===== src/rtl/cu_pkg.sv =====
// Shared encodings for the multi-cycle control unit: opcodes, FSM states,
// ALU operation codes, next-PC select codes and write-register select codes.
package cu_pkg;

  localparam int unsigned OP_W    = 6;
  localparam int unsigned ST_W    = 3;
  localparam int unsigned ALUOP_W = 3;
  localparam int unsigned SEL_W   = 2;

  // Opcodes
  localparam logic [OP_W-1:0] OP_ADD   = 6'b000000;
  localparam logic [OP_W-1:0] OP_SUB   = 6'b000001;
  localparam logic [OP_W-1:0] OP_ADDIU = 6'b000010;
  localparam logic [OP_W-1:0] OP_AND   = 6'b010000;
  localparam logic [OP_W-1:0] OP_ANDI  = 6'b010001;
  localparam logic [OP_W-1:0] OP_ORI   = 6'b010010;
  localparam logic [OP_W-1:0] OP_XORI  = 6'b010011;
  localparam logic [OP_W-1:0] OP_SLL   = 6'b011000;
  localparam logic [OP_W-1:0] OP_SLTI  = 6'b100110;
  localparam logic [OP_W-1:0] OP_SLT   = 6'b100111;
  localparam logic [OP_W-1:0] OP_SW    = 6'b110000;
  localparam logic [OP_W-1:0] OP_LW    = 6'b110001;
  localparam logic [OP_W-1:0] OP_BEQ   = 6'b110100;
  localparam logic [OP_W-1:0] OP_BNE   = 6'b110101;
  localparam logic [OP_W-1:0] OP_BLTZ  = 6'b110110;
  localparam logic [OP_W-1:0] OP_J     = 6'b111000;
  localparam logic [OP_W-1:0] OP_JR    = 6'b111001;
  localparam logic [OP_W-1:0] OP_JAL   = 6'b111010;
  localparam logic [OP_W-1:0] OP_HALT  = 6'b111111;

  // FSM states
  typedef enum logic [ST_W-1:0] {
    S_IF     = 3'b000,
    S_ID     = 3'b001,
    S_EXE_LS = 3'b010,
    S_MEM    = 3'b011,
    S_WB_LD  = 3'b100,
    S_EXE_BR = 3'b101,
    S_EXE_AL = 3'b110,
    S_WB_AL  = 3'b111
  } state_t;

  // ALU operations
  localparam logic [ALUOP_W-1:0] ALU_ADD = 3'b000;
  localparam logic [ALUOP_W-1:0] ALU_SUB = 3'b001;
  localparam logic [ALUOP_W-1:0] ALU_SLL = 3'b010;
  localparam logic [ALUOP_W-1:0] ALU_OR  = 3'b011;
  localparam logic [ALUOP_W-1:0] ALU_AND = 3'b100;
  localparam logic [ALUOP_W-1:0] ALU_SLT = 3'b101;
  localparam logic [ALUOP_W-1:0] ALU_XOR = 3'b110;

  // Next-PC select
  localparam logic [SEL_W-1:0] PCSRC_SEQ = 2'b00;
  localparam logic [SEL_W-1:0] PCSRC_BR  = 2'b01;
  localparam logic [SEL_W-1:0] PCSRC_JR  = 2'b10;
  localparam logic [SEL_W-1:0] PCSRC_J   = 2'b11;

  // Write-register select
  localparam logic [SEL_W-1:0] REGDST_RA = 2'b00;
  localparam logic [SEL_W-1:0] REGDST_RT = 2'b01;
  localparam logic [SEL_W-1:0] REGDST_RD = 2'b10;

endpackage


===== src/rtl/cu_decode.sv =====
// Combinational opcode decoder: instruction class flags plus the
// opcode-only datapath selects (ALUOp, ALUSrcA, ALUSrcB, ExtSel).
// Ports: opCode in; is_alu/is_rtype/is_branch/is_ls/is_jump/is_halt,
//        alu_op, alu_src_a, alu_src_b, ext_sel out.
module cu_decode
  import cu_pkg::*;
(
  input  logic [OP_W-1:0]    opCode,
  output logic               is_alu,
  output logic               is_rtype,
  output logic               is_branch,
  output logic               is_ls,
  output logic               is_jump,
  output logic               is_halt,
  output logic [ALUOP_W-1:0] alu_op,
  output logic               alu_src_a,
  output logic               alu_src_b,
  output logic               ext_sel
);

  always_comb begin
    is_alu    = 1'b0;
    is_rtype  = 1'b0;
    is_branch = 1'b0;
    is_ls     = 1'b0;
    is_jump   = 1'b0;
    is_halt   = 1'b0;
    alu_op    = ALU_ADD;
    alu_src_a = 1'b0;
    alu_src_b = 1'b0;
    ext_sel   = 1'b1;
    case (opCode)
      OP_ADD:   begin is_alu = 1'b1; is_rtype = 1'b1; end
      OP_SUB:   begin is_alu = 1'b1; is_rtype = 1'b1; alu_op = ALU_SUB; end
      OP_ADDIU: begin is_alu = 1'b1; alu_src_b = 1'b1; end
      OP_AND:   begin is_alu = 1'b1; is_rtype = 1'b1; alu_op = ALU_AND; end
      OP_ANDI:  begin is_alu = 1'b1; alu_src_b = 1'b1; ext_sel = 1'b0; alu_op = ALU_AND; end
      OP_ORI:   begin is_alu = 1'b1; alu_src_b = 1'b1; ext_sel = 1'b0; alu_op = ALU_OR; end
      OP_XORI:  begin is_alu = 1'b1; alu_src_b = 1'b1; ext_sel = 1'b0; alu_op = ALU_XOR; end
      OP_SLL:   begin is_alu = 1'b1; is_rtype = 1'b1; alu_src_a = 1'b1; alu_op = ALU_SLL; end
      OP_SLTI:  begin is_alu = 1'b1; alu_src_b = 1'b1; alu_op = ALU_SLT; end
      OP_SLT:   begin is_alu = 1'b1; is_rtype = 1'b1; alu_op = ALU_SLT; end
      OP_SW,
      OP_LW:    begin is_ls = 1'b1; alu_src_b = 1'b1; end
      OP_BEQ,
      OP_BNE,
      OP_BLTZ:  begin is_branch = 1'b1; alu_op = ALU_SUB; end
      OP_J,
      OP_JR,
      OP_JAL:   is_jump = 1'b1;
      OP_HALT:  is_halt = 1'b1;
      default:  ;
    endcase
  end

endmodule


===== src/rtl/multi_cycle_cu.sv =====
// Multi-cycle MIPS-subset control unit: sequences IF/ID/EXE/MEM/WB and
// drives datapath strobes and mux selects from the current state and opcode.
// Ports: clk, Reset (sync, active-low), opCode, zero, sign in;
//        PCWre, IRWre, InsMemRW, ExtSel, ALUSrcA, ALUSrcB, ALUOp, PCSrc,
//        RegDst, RegWre, WrRegDSrc, DBDataSrc, mRD, mWR, state out.
module multi_cycle_cu
  import cu_pkg::*;
(
  input  logic               clk,
  input  logic               Reset,
  input  logic [OP_W-1:0]    opCode,
  input  logic               zero,
  input  logic               sign,
  output logic               PCWre,
  output logic               IRWre,
  output logic               InsMemRW,
  output logic               ExtSel,
  output logic               ALUSrcA,
  output logic               ALUSrcB,
  output logic [ALUOP_W-1:0] ALUOp,
  output logic [SEL_W-1:0]   PCSrc,
  output logic [SEL_W-1:0]   RegDst,
  output logic               RegWre,
  output logic               WrRegDSrc,
  output logic               DBDataSrc,
  output logic               mRD,
  output logic               mWR,
  output logic [ST_W-1:0]    state
);

  state_t st;
  logic   is_alu, is_rtype, is_branch, is_ls, is_jump, is_halt;
  logic   is_undef, is_lw, is_sw, is_jal, taken;

  cu_decode u_decode (
    .opCode    (opCode),
    .is_alu    (is_alu),
    .is_rtype  (is_rtype),
    .is_branch (is_branch),
    .is_ls     (is_ls),
    .is_jump   (is_jump),
    .is_halt   (is_halt),
    .alu_op    (ALUOp),
    .alu_src_a (ALUSrcA),
    .alu_src_b (ALUSrcB),
    .ext_sel   (ExtSel)
  );

  assign is_undef = !(is_alu || is_branch || is_ls || is_jump || is_halt);
  assign is_lw    = (opCode == OP_LW);
  assign is_sw    = (opCode == OP_SW);
  assign is_jal   = (opCode == OP_JAL);
  assign taken    = ((opCode == OP_BEQ)  &&  zero) ||
                    ((opCode == OP_BNE)  && !zero) ||
                    ((opCode == OP_BLTZ) &&  sign);
  assign state    = st;

  // State register with next-state selection
  always_ff @(posedge clk) begin
    if (!Reset) begin
      st <= S_IF;
    end else begin
      case (st)
        S_IF:     st <= S_ID;
        S_ID: begin
          if (is_alu)         st <= S_EXE_AL;
          else if (is_branch) st <= S_EXE_BR;
          else if (is_ls)     st <= S_EXE_LS;
          else if (is_halt)   st <= S_ID;
          else                st <= S_IF;
        end
        S_EXE_AL: st <= S_WB_AL;
        S_EXE_LS: st <= S_MEM;
        S_MEM:    st <= is_lw ? S_WB_LD : S_IF;
        default:  st <= S_IF;
      endcase
    end
  end

  // Per-state strobes; write strobes are masked while Reset is low
  always_comb begin
    PCWre     = 1'b0;
    IRWre     = 1'b0;
    RegWre    = 1'b0;
    mRD       = 1'b0;
    mWR       = 1'b0;
    DBDataSrc = 1'b0;
    InsMemRW  = 1'b1;
    WrRegDSrc = !is_jal;
    PCSrc     = PCSRC_SEQ;
    RegDst    = REGDST_RT;

    if (is_jal)        RegDst = REGDST_RA;
    else if (is_rtype) RegDst = REGDST_RD;

    if (opCode == OP_J || is_jal) PCSrc = PCSRC_J;
    else if (opCode == OP_JR)     PCSrc = PCSRC_JR;

    case (st)
      S_IF:     IRWre = 1'b1;
      S_ID: begin
        PCWre  = is_jump || is_undef;
        RegWre = is_jal;
      end
      S_EXE_BR: begin
        PCWre = 1'b1;
        PCSrc = taken ? PCSRC_BR : PCSRC_SEQ;
      end
      S_MEM: begin
        mRD   = is_lw;
        mWR   = is_sw;
        PCWre = is_sw;
      end
      S_WB_AL: begin
        PCWre  = 1'b1;
        RegWre = 1'b1;
      end
      S_WB_LD: begin
        PCWre     = 1'b1;
        RegWre    = 1'b1;
        DBDataSrc = 1'b1;
      end
      default: ;
    endcase

    if (!Reset) begin
      PCWre  = 1'b0;
      IRWre  = 1'b0;
      RegWre = 1'b0;
      mRD    = 1'b0;
      mWR    = 1'b0;
    end
  end

endmodule


===== config.mk =====
export PLATFORM = sky130hd
export DESIGN_NAME = multi_cycle_cu
export DESIGN_NICKNAME = d
export VERILOG_FILES = /design/src/rtl/cu_pkg.sv /design/src/rtl/cu_decode.sv /design/src/rtl/multi_cycle_cu.sv
export SDC_FILE = /design/constraint.sdc
export NUM_CORES = 1
export LEC_CHECK = 0
export CORE_AREA = 5 5 47 49
export CTS_BUF_LIST = sky130_fd_sc_hd__clkbuf_8 sky130_fd_sc_hd__clkbuf_16
export CTS_CLUSTER_SIZE = 30
export DETAILED_ROUTE_END_ITERATION = 8
export DIE_AREA = 0 0 52 54
export GPL_ROUTABILITY_DRIVEN = 1
export GPL_TIMING_DRIVEN = 1
export PLACE_DENSITY = 0.75
export SETUP_SLACK_MARGIN = 0.1
export SLEW_MARGIN = 10
export SYNTH_ARGS = -nofsm -noshare
export SYNTH_HDL_FRONTEND = slang
export SYNTH_SLANG_ARGS = --single-unit

===== constraint.sdc =====
create_clock -name clk -period 1.7 [get_ports clk]
set_input_delay 0.17 -clock clk [delete_from_list [all_inputs] [get_ports clk]]
set_output_delay 0.17 -clock clk [all_outputs]
set_load 0.02 [all_outputs]

==> results of run 1 <==
[area by class of cell]
cell class / instances / area (µm²)
clock buffer: 3 / 41.29
sequential: 3 / 68.82
inverter: 4 / 15.01
tap: 27 / 33.78
multi-input combinational: 81 / 580.6
timing repair buffer: 69 / 585.6
clock inverter: 1 / 3.754
fill: 144 / 493.0
[worst max-delay path, cell delays in order, from the launching register on]
cell and delay [ps]:
dfxtp_2 330, buf_6 130, buf_6 110, nand2b_4 140
nor4_4 270, buf_4 180
[placed cells by master, fill, tap and decap left out, types with 4 or more instances in the layout]
| master | Yosys | layout |
|---|---|---|
| clkdlybuf4s50_1 | 0 | 6 |
| nor2_1 | 13 | 10 |
| buf_4 | 1 | 35 |
| o21ai_0 | 5 | 5 |
| buf_6 | 0 | 10 |
| dlygate4sd2_1 | 0 | 4 |
| inv_1 | 4 | 5 |
| nand2b_1 | 5 | 4 |
| nand2_1 | 7 | 7 |
| buf_2 | 7 | 4 |
| a21oi_1 | 6 | 6 |
| clkdlybuf4s15_2 | 0 | 4 |
| clkdlybuf4s15_1 | 0 | 4 |
| and3_1 | 4 | 4 |
[path summary, 6_finish.rpt]
check / start / to / cells past startpoint
worst max-delay path: state[2] / mWR / 5
worst min-delay path: opCode[2] / state[1] / 5
worst max register to register: state[1] / state[2] / 4
worst min register to register: state[1] / state[0] / 2
[metrics by stage]
step	utilization	TNS [ps]
floorplan	-	0
global placement	0.6312	-6992
detailed placement	0.6312	-7465
CTS	0.6635	0
global route	0.7294	0
finish	0.7294	0
[cells in the mapped netlist (all sizes together), types with 2 or more instances]
library cell,number
mux2i,2
inv,4
clkbuf,3
nand2b,5
a21oi,7
and3,4
a211oi,2
nand3,3
nor4,2
o22ai,2
nor2,13
a22o,2
dfxtp,3
nor3b,2
nor2b,3
nor3,3
xnor2,2
buf,8
nand2,7
o21ai,5
[repair_timing]
item                       4_1_cts  5_1_grt
buffers inserted                 2        5
setup endpoints to repair       18       15
pin swaps                        5       10
resized for setup               74       34
[power groups by stage]
stage | Combinational [mW] | Clock [mW] | Sequential [mW]
6_report | 0.265 | 0.206 | 0.0784
5_1_grt | 0.288 | 0.216 | 0.0791
4_1_cts | 0.238 | 0.208 | 0.0786
3_5_place_dp | 0.240 | 0 | 0.0792
3_3_place_gp | 0.234 | 0 | 0.0789
2_1_floorplan | 0.113 | 0 | 0.0817
[cells by family (layout without fill, tap and decap cells)]
group,after synthesis,count (layout),synth area share
muxes,2,2,0.03194
and+or+nand+nor,48,48,0.4152
DFF,3,3,0.09581
buffers and inverters,15,77,0.1118
other,1,1,0.005982
AOI/OAI and AO/OA,28,28,0.3114
xor gates and xnor gates,2,2,0.02795
[metal layers]
metal  up-vias  routed length (µm)  track usage  part of all wire
met3         5                 188      0.03878             0.073
met5         -                   0            0                 0
li1        482                   -            -                 -
met4         0                  51      0.06550             0.020
met2        42                1378       0.3766              0.53
met1       459                 974       0.2078              0.38
==> metrics, run 1 <==
Reg power frac=0.142; Final Hold Vio Count=0; Avg Inst Size Synth=6.332 µm²; CORE AREA=0.001822 mm²; crit path max fanout=7; Worst EP required=1530 ps; clk_skew=between 1.5 and 2 ps; Boundary Pins=31; initial antenna violation count=0; Mapped Area=626.9 µm²; DR vias/cell=about 5.3; max FFs per register=3; gr ovfl total=0; area leader, netlist=dfxtp_1; PwrDens=between 400 and 500 mW/mm²; layout cells sized above 1=0.4907; clock sinks=3; Inserted Clock Buffers=3; Initial DRC Count=17; FF+latch count, synth=3; largest net degree at the start of global routing=13; total detailed-routing wirelength=between 2000 and 3000 µm; worst hold slack=623.7 ps; final worst slack=~130 ps; Antenna Cells=0; Ys Warns=0; Non-Filler Instances=188; Worst Setup End Kind=output port; Synth area leaders=dfxtp_1, nor2_1, buf_2; Final Critical Period=1566 ps; cells after synthesis=99; peak supply drop=0.2336 mV; Comb pwr share=0.483; TritonRoute pass-1 iters=4; design area=0.001329 mm²; post-synthesis sequential area ratio=0.09581; hold_buf cts=0; clk buf depth=2; row cnt=16; clock-pin transition on the worst setup and hold timing paths=around 30 ps; GRT Overall Usage=0.1946; later-pin clock latency in the skew report=220 ps; Final #Nets=172; LEAKAGE=~0.60 nW; GPL Wtd Cong=0.9326; Slew Limit Fails=0; port bufs=29; die area=0.002808 mm²; power share of the clock group=0.375; wire length per cell=about 14 µm; Worst R2R Setup Slack=470 ps; drt drc=0; TritonCTS clock tree=done; Startpoint Class=flip-flop; endpoints failing setup=0; hpwl dp=1899 µm; Area Overhead vs Synth=112.0%; first-pass GRT wire length=4098 µm; Post-DRT Antenna Nets=0; Syn Nets=109; Max Cap Violations=0; DP Worst Slack=-590.5 ps; CP Class=reg2out; Final Total Pwr=550.2 µW; Cells after DPL=177; f_max=638.5 MHz; Yosys cell types=40; P_sw=183.9 µW; Hold WC Path Type=in2reg; root buf cell=clkbuf_8; Synth Flop Type=dfxtp_1; asr flop ratio synth=0; DP Area=0.001150 mm²; Critical Path AT=1400 ps; share of the synthesized area in the top cell type=0.09581; Die H=around 54 µm; Die W=52 µm; number of synthesized flops with an enable pin=0; RSZ-0062 raised after global routing=true; vias in the first global route=around 950; H-tree Lvls=1; Internal Power=roughly 370 µW; Starting Density=0.3441; Sw Share=0.3343; crit share post-route=0.9213; status=completed; total number of vias=988
Power figures use the tool's default switching activity.
==> run 2, diff against run 1 <==
Settings changed: PLACE_DENSITY 0.75 to 0.84, SLEW_MARGIN 10 to 20.
==> metrics, run 2 (synthesis gave the netlist of run 1 again) <==
status=completed; vias in the first global route=994 (+5.1%); Cells after DPL=173 (-2.3%); fillcell total=122 (-15%); RSZ-0062 raised after global routing=true; TritonCTS clock tree=done; Worst Setup End Kind=output port; GPL Wtd Cong=0.9175 (-1.6%); CP Class=in2out; drt drc=0 (unchanged); clk buf depth=2 (unchanged); clock-pin transition on the worst setup and hold timing paths=30 ps (about the same); Hold WC Path Type=in2reg; CORE AREA=0.001822 mm² (unchanged); largest net degree at the start of global routing=13 (unchanged); root buf cell=clkbuf_8; max incr delay on CP=250 ps (-80 ps); total number of vias=1056 (+6.9%); Antenna Cells=0 (unchanged); setup TNS=0 ps (unchanged); Startpoint Class=input pin; LEAKAGE=0.6110 nW (+2.0%); worst hold slack=580.1 ps (-43.56 ps); Final Hold Vio Count=0 (unchanged); max FFs per register=3 (unchanged); clk_skew=2.955 ps (+1.289 ps); design area=0.001297 mm² (-2.4%); peak supply drop=0.5184 mV (+120%); total detailed-routing wirelength=2939 µm (+13%); area occupied by multi-input gates=561.8 µm² (-3.2%); later-pin clock latency in the skew report=220 ps (about the same); most frequent cells in the layout=buf_4, nor2_1, buf_2, buf_6, nand2_1; Critical Path AT=1460 ps (+60 ps); DP Area=0.001120 mm² (-2.6%); Non-Filler Instances=193 (+2.7%); wire length per cell=15.23 µm (+10%); clock sinks=3 (unchanged); Die H=54 µm (unchanged); Area Overhead vs Synth=107.0%; Starting Density=0.3441 (unchanged); worst path cell trace=dlygate4sd2_1, buf_2, and3_1, o21ai_1, nor3b_1, a22o_1, buf_4; f_max=614.1 MHz (-3.8%); Post-DRT Antenna Nets=0 (unchanged); commonest non-fill, non-tap cell in the layout=buf_4; Final Core Density=0.7122 (-0.01717); PwrDens=424.0 mW/mm² (+2.4%); first-pass GRT wire length=4257 µm (+3.9%); DP Worst Slack=-549.4 ps (+41.11 ps); layout cells sized above 1=0.4880 (-0.002731); crit share post-route=0.9579 (+0.03660); hpwl dp=1782 µm (-6.2%); Initial DRC Count=34 (+17); TritonRoute pass-1 iters=4 (unchanged); Comb pwr share=0.492 (+0.009); Final Critical Period=1628 ps (+62.21 ps); gr ovfl total=0 (unchanged); Max Cap Violations=0 (unchanged); Final #Nets=177 (+2.9%); die area=0.002808 mm² (unchanged); Sw Share=0.3343 (about the same); slowest stage cell, crit path=dlygate4sd2_1; Reg power frac=0.145 (+0.003); register area=62.56 µm² (-9.1%); Die W=52 µm (unchanged); Internal Power=366.2 µW (about the same); P_sw=183.9 µW (about the same); Worst EP required=1530 ps (about the same); initial antenna violation count=0 (unchanged); Final Total Pwr=550.1 µW (about the same); Inserted Clock Buffers=3 (unchanged); H-tree Lvls=1 (unchanged); DR vias/cell=5.472 (+4.1%); final worst slack=71.56 ps (-62.21 ps); GRT Overall Usage=0.2034 (+0.008778); port bufs=29 (unchanged); endpoints failing setup=0 (unchanged); crit path max fanout=4 (-3); Boundary Pins=31 (unchanged); power share of the clock group=0.363 (-0.012); Slew Limit Fails=0 (unchanged); row cnt=16 (unchanged)
run 2: cell types whose count changed in the layout (fill, tap and decap cells not counted), sizes merged:
cell           before  now
buf                49   55
clkdlybuf4s15       8    2
clkbuf              5    8
dlygate4sd2         4    6
run 2: final timing paths:
kind,start,end,slack (ps),depth (start not counted)
setup / recovery,opCode[1],PCWre,70,7
hold reg to reg,state[1],state[2],670,3
setup reg to reg,state[1],state[2],380,4
hold / removal,opCode[2],state[1],580,5
run 2: final cells by class:
class,count,area share
clock buffer,3,0.03182
timing repair buffer,74,0.4465
clock inverter,1,0.002893
inverter,4,0.01157
sequential,3,0.04822
tap,27,0.02604
multi-input combinational,81,0.4330
run 2: power groups by stage:
stage / combinational, mW / clock [mW] / sequential [mW]
after floorplan: 0.113 / 0 / 0.0817
after global placement: 0.225 / 0 / 0.0782
after detailed placement: 0.231 / 0 / 0.0790
after CTS: 0.246 / 0.204 / 0.0783
after global routing: 0.289 / 0.209 / 0.0801
final: 0.271 / 0.200 / 0.0797
run 2: layer usage:
layer,track usage,part of all wire
met1,0.2016,0.38
met2,0.3682,0.53
met3,0.04986,0.052
met4,0.1485,0.037
met5,0,0
run 2: repair_timing:
action / CTS / global route
pin swaps: 5 / 6
cloned: 3 / 1
hold buffers: 0 / 0
gates resized for setup: 69 / 31
setup buffers: 8 / 4
endpoints found under the setup margin: 17 / 16
run 2: critical path: cells and delay by family:
family | cells | cell delay, ps
simple gates | 2 | 410
buf+inv | 3 | 550
compound gates | 2 | 330
==> run 3, diff against run 2 <==
Settings changed: CTS_CLUSTER_DIAMETER from default to 60.
==> results of run 3 <==
No change in the layout: final DEF, timing and power equal those of run 2.
